**src/rtl/bram_rd_arbiter.sv**
```systemverilog
// Round-robin arbiter sharing one BRAM read port among NUM_REQ requesters; routes each
// read word back to its issuer two cycles after grant. Optional write-to-read forwarding: BRAM_RD_WR_FWD_EN.
module bram_rd_arbiter #(
    parameter int NUM_REQ    = 4,
    parameter int ADDR_WIDTH = 11,
    parameter int DATA_WIDTH = 192
) (
    input  logic                          clk,
    input  logic                          rst_n,
    input  logic                          arb_en,
    input  logic [NUM_REQ-1:0]            req_vld,
    input  logic [NUM_REQ*ADDR_WIDTH-1:0] req_addr,
    output logic [NUM_REQ-1:0]            req_rdy,
    output logic [NUM_REQ-1:0]            rsp_vld,
    output logic [DATA_WIDTH-1:0]         rsp_data,
    output logic                          busy,
    input  logic                          wr_vld,
    input  logic [ADDR_WIDTH-1:0]         wr_addr,
    input  logic [DATA_WIDTH-1:0]         wr_data,
    output logic                          bram_re,
    output logic [ADDR_WIDTH-1:0]         bram_rd_addr,
    input  logic [DATA_WIDTH-1:0]         bram_rd_data,
    output logic                          bram_we,
    output logic [ADDR_WIDTH-1:0]         bram_wr_addr,
    output logic [DATA_WIDTH-1:0]         bram_wr_data
);

    localparam int TAG_W = (NUM_REQ > 1) ? $clog2(NUM_REQ) : 1;
    localparam logic [TAG_W-1:0] PTR_INIT = TAG_W'(NUM_REQ - 1);

    logic [TAG_W-1:0]      ptr_reg;
    logic [TAG_W-1:0]      gnt_idx;
    logic                  grant;
    logic                  s1_vld_reg;
    logic [TAG_W-1:0]      s1_tag_reg;
    logic [NUM_REQ-1:0]    rsp_vld_reg;
    logic [NUM_REQ-1:0]    rsp_vld_next;
    logic [DATA_WIDTH-1:0] rsp_data_reg;
    logic [DATA_WIDTH-1:0] rd_word;
    logic [ADDR_WIDTH-1:0] addr_arr [NUM_REQ];

    genvar gi;
    generate
        for (gi = 0; gi < NUM_REQ; gi++) begin : g_req
            assign addr_arr[gi]     = req_addr[gi*ADDR_WIDTH +: ADDR_WIDTH];
            assign req_rdy[gi]      = grant && (gnt_idx == TAG_W'(gi));
            assign rsp_vld_next[gi] = s1_vld_reg && (s1_tag_reg == TAG_W'(gi));
        end
    endgenerate

    // Search starts one past the last winner so every active requester is served in turn.
    always_comb begin
        int idx;
        grant   = 1'b0;
        gnt_idx = '0;
        idx     = 0;
        for (int k = 1; k <= NUM_REQ; k++) begin
            idx = (int'(ptr_reg) + k) % NUM_REQ;
            if (!grant && req_vld[idx[TAG_W-1:0]]) begin
                grant   = 1'b1;
                gnt_idx = idx[TAG_W-1:0];
            end
        end
        if (!arb_en || !rst_n) begin
            grant   = 1'b0;
            gnt_idx = '0;
        end
    end

    assign bram_re      = grant;
    assign bram_rd_addr = grant ? addr_arr[gnt_idx] : '0;

    assign bram_we      = wr_vld;
    assign bram_wr_addr = wr_addr;
    assign bram_wr_data = wr_data;

`ifdef BRAM_RD_WR_FWD_EN
    // A same-cycle write to the granted address overrides the BRAM's read-first word.
    logic                  fwd_reg;
    logic [DATA_WIDTH-1:0] fwd_data_reg;
    logic                  fwd_hit;

    assign fwd_hit = grant && wr_vld && (wr_addr == bram_rd_addr);
    assign rd_word = fwd_reg ? fwd_data_reg : bram_rd_data;

    always_ff @(posedge clk or negedge rst_n) begin
        if (!rst_n) begin
            fwd_reg      <= 1'b0;
            fwd_data_reg <= '0;
        end else begin
            fwd_reg <= fwd_hit;
            if (fwd_hit) begin
                fwd_data_reg <= wr_data;
            end
        end
    end
`else
    assign rd_word = bram_rd_data;
`endif

    always_ff @(posedge clk or negedge rst_n) begin
        if (!rst_n) begin
            ptr_reg      <= PTR_INIT;
            s1_vld_reg   <= 1'b0;
            s1_tag_reg   <= '0;
            rsp_vld_reg  <= '0;
            rsp_data_reg <= '0;
        end else begin
            s1_vld_reg  <= grant;
            rsp_vld_reg <= rsp_vld_next;
            if (grant) begin
                s1_tag_reg <= gnt_idx;
                ptr_reg    <= gnt_idx;
            end
            if (s1_vld_reg) begin
                rsp_data_reg <= rd_word;
            end
        end
    end

    assign rsp_vld  = rsp_vld_reg;
    assign rsp_data = rsp_data_reg;
    assign busy     = s1_vld_reg | (|rsp_vld_reg);

endmodule

```
**config.mk**
```make
export PLATFORM = sky130hd
export DESIGN_NAME = bram_rd_arbiter
export DESIGN_NICKNAME = d
export VERILOG_FILES = /design/src/rtl/bram_rd_arbiter.sv
export SDC_FILE = /design/constraint.sdc
export NUM_CORES = 1
export LEC_CHECK = 0
export BUFFER_PORTS_ARGS = -buffer_cell sky130_fd_sc_hd__buf_2
export CORE_AREA = 2 2 332 334
export DETAILED_ROUTE_END_ITERATION = 8
export DIE_AREA = 0 0 334 336
export GPL_TIMING_DRIVEN = 0
export PLACE_DENSITY = 0.3
export SYNTH_ARGS = -nofsm -noshare
export SYNTH_HDL_FRONTEND = slang
export SYNTH_SLANG_ARGS = --single-unit
export TNS_END_PERCENT = 10
```
**constraint.sdc**
```tcl
create_clock -name clk -period 2.1 [get_ports clk]
set_input_delay 0.105 -clock clk [delete_from_list [all_inputs] [get_ports clk]]
set_output_delay 0.105 -clock clk [all_outputs]
set_load 0.005 [all_outputs]
```
Word level (Yosys, flattened, before mapping) --
Index checks and enable logic that the tools add are counted.
Storage, ports and cells: register bits after elaboration 201
Operators by class: $add $sub $neg 4, order comparisons 5, equal/unequal tests 6, muxes and demuxes 22, bitwise logic cells 2, reduce and logical (&&, ||, !) cells 20
Operator list (number):
- $mux W11 | 3
- $bmux W11 S2 | 1
- $lt A2 B3 Y1 const B | 4
- $logic_and A1 B1 Y1 | 11
- $mux W2 | 5
- $mux W1 | 9
- $bmux W1 S2 | 4
- $eq A2 B2 Y1 const B | 4
- $logic_not A1 Y1 | 5
- $add A2 B1 Y2 const B | 2
- $add A2 B2 Y2 const B | 2
- $eq A2 B1 Y1 const B | 2
- $logic_not A2 Y1 | 2
- $reduce_or A4 Y1 | 1
- $ge A3 B3 Y1 const B | 1
- $not A2 Y3 | 1
- $logic_or A1 B1 Y1 | 1
- $or A1 B1 Y1 | 1

Depth between registers and ports, before layout --
depth in word-level cells 19, mapped depth 6

Least setup slack after synthesis --
Ideal clock, no wire load.
path type register to output, from register ptr_reg[1], to output bram_rd_addr[7], data arrival time 1.660 ns, required time 1.995 ns, setup slack 0.335 ns, stages on the path, launching flop included 6, cell sequence dfstp_2 > nand2_1 > a31o_1 > a311oi_2 > mux2_2 > o2bb2ai_1
On the way: word-level cells in the longest chain between the ends 19, elaborated cells on any way between the ends 33, classes of those cells add/sub: 4; mux: 22; bitwise: 1; reduce/logical: 6
RTL lines:
- start, declared | RTL line 31 | logic [TAG_W-1:0] ptr_reg;
- start signal, assigned | RTL line 113 | ptr_reg <= gnt_idx;
- $add A2 B1 Y2 | RTL line 58 | idx = (int'(ptr_reg) + k) % NUM_REQ;
- $bmux W1 S2 | RTL line 59 | if (!grant && req_vld[idx[TAG_W-1:0]]) begin
- $mux W1 (implied by the code) | RTL line 59
- $mux W1 | RTL line 59
- $logic_not A1 Y1 | RTL line 59
- $logic_and A1 B1 Y1 | RTL line 59
- $mux W1 | RTL line 59
- $logic_not A1 Y1 | RTL line 59
- [... 2 more ...]
- $logic_not A1 Y1 | RTL line 59
- $logic_and A1 B1 Y1 | RTL line 59
- $mux W2 | RTL line 59
- $mux W2 | RTL line 64 | if (!arb_en || !rst_n) begin
- $not A2 Y3 (implied by the code) | RTL line 71 | assign bram_rd_addr = grant ? addr_arr[gnt_idx] : '0;
- $bmux W11 S2 | RTL line 71
- $mux W11 (implied by the code) (2 in a row) | RTL line 71
- $mux W11 * | RTL line 71
- end, declared | RTL line 21 | output logic [ADDR_WIDTH-1:0] bram_rd_addr,
Every way passes the cells marked *; elsewhere a longest branch is shown, timed or not. The select of a mux whose other input is x is not followed.

Worst setup path in the final report --
from register ptr_reg[0], to output bram_rd_addr[7]
The elaborated chain is that of the path after synthesis.

==> flow_metrics.env <==
export IMPL_status="finished, violations left"
export IMPL_violations="negative setup slack"
export IMPL_antenna_found_initial=4
export IMPL_ant_nets=0
export IMPL_die_w_um=334
export IMPL_critical_path_top_delay_family="compound AO/OA/AOI/OAI gates"
export IMPL_slowest_delay_ns=0.58
export IMPL_hold_class="input pin to asynchronous set/reset pin"
export IMPL_die_area_um2=112200
export IMPL_vias_per_cell=2.847
export IMPL_grt_pass1_vias=9333
export IMPL_startpoint_type="register"
export IMPL_htree_num_levels=1
export IMPL_grt_max_degree=77
export IMPL_fin_setup_tns_ns=-5.084
export IMPL_setup_violations=16
export IMPL_path_class="register to primary output"
export IMPL_port_buffers=659
export IMPL_initial_core_util_pct=8.636
export IMPL_area_growth_pct=92.03
export IMPL_slowest_stage="dfstp_2"
export IMPL_fmax_ghz=0.3954
export IMPL_cts_tree="built"
export IMPL_synth_fa_ha_area_share_pct=0
export IMPL_required_ns=2.00
export IMPL_core_area_um2=108400
export IMPL_drc=0
export IMPL_finalCritPeriodShare_pct=120.4
export IMPL_synthesis_area_um2=9361
export IMPL_rows=121
export IMPL_routed_via_count=8662
export IMPL_powerDensity_nw_per_um2=732.5
export IMPL_p_leak_nw=8.629
export IMPL_place_area_um2=14490
export IMPL_layout_setup_ws_ns=-0.4289
export IMPL_nets=2050
export IMPL_post_route_util_pct=16.58
export IMPL_drtIter0Drc=174
export IMPL_synth_cells=696
export IMPL_crit_buf_inv=3
export IMPL_dp_cells=2771
export IMPL_ios=864
export IMPL_synth_warnings=0
export IMPL_synth_mux_area_share_pct=25.57
export IMPL_wire_per_inst_um=15.16
export IMPL_cp_arrival_ns=2.42
export IMPL_ys_seq_area_share_pct=53.76
export IMPL_clk_pin_slew_ns=0.06
export IMPL_final_cell_mix="buf_2 (671), buf_4 (212), dfrtp_1 (198)"
export IMPL_synth_simple_area_share_pct=1.390
export IMPL_final_common_cell="buf_2"
export IMPL_root_buffer="clkbuf_16"
export IMPL_final_area_um2=17980
export IMPL_synth_seq_cells=201
export IMPL_synth_distinct_cells=26
export IMPL_track_usage_pct=7.534
export IMPL_cap_violations=0
export IMPL_rsz0062_at_grt="yes"
export IMPL_cts_sinks=201
export IMPL_drive_gt1_share_pct=71.75
export IMPL_skew_ns=0.009730
export IMPL_synthesis_nets=1143
export IMPL_clk_latency_ns=0.60
export IMPL_synth_compound_area_share_pct=1.443
export IMPL_tightest_slew_ns=0.9058
export IMPL_synth_top_family_by_area="multiplexers"
export IMPL_peakVddDrop_v=0.0005447
export IMPL_power_mw=13.17
export IMPL_overflow=0
export IMPL_wirelength_um=46130
export IMPL_timing_final_crit_period_ns=2.529
export IMPL_dr_pass1_iters=4
export IMPL_gp_congestion=0.8495
export IMPL_synth_xor_area_share_pct=0
export IMPL_hold_violations=0
export IMPL_cp_end_kind="primary output"
export IMPL_grt_pass1_wl_um=62470
export IMPL_cts_buffer_depth=3
export IMPL_avgSynthCellArea_um2=13.45
export IMPL_relSlewSlack_pct=39.61
export IMPL_die_h_um=336
export IMPL_fin_cells=3043
export IMPL_cp_cell_sequence="inv_2 > a31o_1 > a311oi_4 > buf_6 > mux2_4 > o2bb2ai_2 > buf_2"
export IMPL_critPathMaxFanout=6
export IMPL_maxSlewViolCount=0
export IMPL_largest_reg_flops=192
export IMPL_dp_final_hpwl_um=36700
export IMPL_cts_buffers=28
## worst paths after layout
path	startpoint	to	slack (ns)	depth (start not counted)
setup / recovery	ptr_reg[0]$_DFFE_PN1P_	bram_rd_addr[7]	-0.43	7
hold / removal	rst_n	rsp_data[66]$_DFFE_PN0P_	0.05	7
setup reg to reg	s1_vld_reg$_DFF_PN0_	rsp_data[178]$_DFFE_PN0P_	0.18	2
hold reg to reg	rsp_data[65]$_DFFE_PN0P_	rsp_data[65]$_DFFE_PN0P_	0.50	1
max in group asynchronous	rst_n	rsp_data[147]$_DFFE_PN0P_	1.19	8
min in group clk	req_vld[3]	s1_vld_reg$_DFF_PN0_	0.13	3
## metrics by stage
step	worst slack [ns]	hold WS, ns
finish	-0.4289	0.04785
global route	-0.5585	0.03492
CTS	-0.5699	-0.1339
detailed placement	-1.038	0.03371
global placement	-3.844	0.3380
floorplan	0.3351	-0.1906
## worst register-to-register path, cell delays in order, from the launching register on
cell,delay [ns]
dfrtp_4,0.58
clkdlybuf4s15_1,0.71
mux2_2,0.52
## layout make-up
| type | instances | area [um^2] |
|---|---|---|
| plain buffers | 229 | 1702 |
| flip-flops and latches | 201 | 5036 |
| diodes | 4 | 10.01 |
| clock inverters | 15 | 188.9 |
| fillers | 12138 | 90420 |
| inverters | 3 | 11.26 |
| multi-input cells | 262 | 2745 |
| repair buffers | 878 | 5720 |
| well taps | 1414 | 1769 |
| clock buffers | 37 | 794.5 |
## report_power, final
part           leakage [nW]  switching (mW)  internal (mW)  total [mW]
Clock                 0.486            2.01           3.04        5.05
Combinational          5.77            1.31           1.97        3.29
Sequential             2.37           0.332           4.50        4.83
## timing repair
| item | 4_1_cts | 5_1_grt |
|---|---|---|
| setup endpoints to repair | 213 | 21 |
| gates resized for setup | 21 | 15 |
| setup buffers | 5 | 4 |
| pin swaps | 2 | 4 |
| hold endpoints to repair | 347 | 40 |
| gates cloned | 2 | 0 |
| hold buffers | 204 | 2 |
## logic make-up after synthesis
family,Yosys count
buffers and inverters,233
multiplexers,215
AND/OR/NAND/NOR,28
flip-flops,201
AO/OA/AOI/OAI,19
## Yosys cell counts
master,number,area [um^2]
a211oi_1,1,7.510
a21oi_1,1,5.000
a21oi_2,1,8.760
a311oi_2,1,15.01
a31o_1,1,8.760
a32oi_1,1,8.760
and3_1,3,18.77
buf_2,15,75.07
buf_4,205,1539
buf_6,1,11.26
clkbuf_1,9,33.78
dfrtp_1,199,4980
dfstp_2,2,52.55
inv_1,3,11.26
mux2_2,193,2173
mux2i_1,22,220.2
nand2_1,7,26.28
nand2_2,2,12.51
nand2b_1,2,12.51
nor2_1,11,41.29
nor2b_1,1,6.260
nor3_1,1,5.000
nor3b_1,1,7.510
o21ai_0,2,10.01
o22ai_1,10,62.56
o2bb2ai_1,1,8.760
## metal layers
layer	vias up	share of wire [%]	global-route usage, %
met5	-	0	0
met4	0	4.1	2.684
met3	56	9.9	3.108
met2	498	52	14.25
met1	4117	34	7.295
li1	3991	-	-
(Power assumes the default switching activity.)
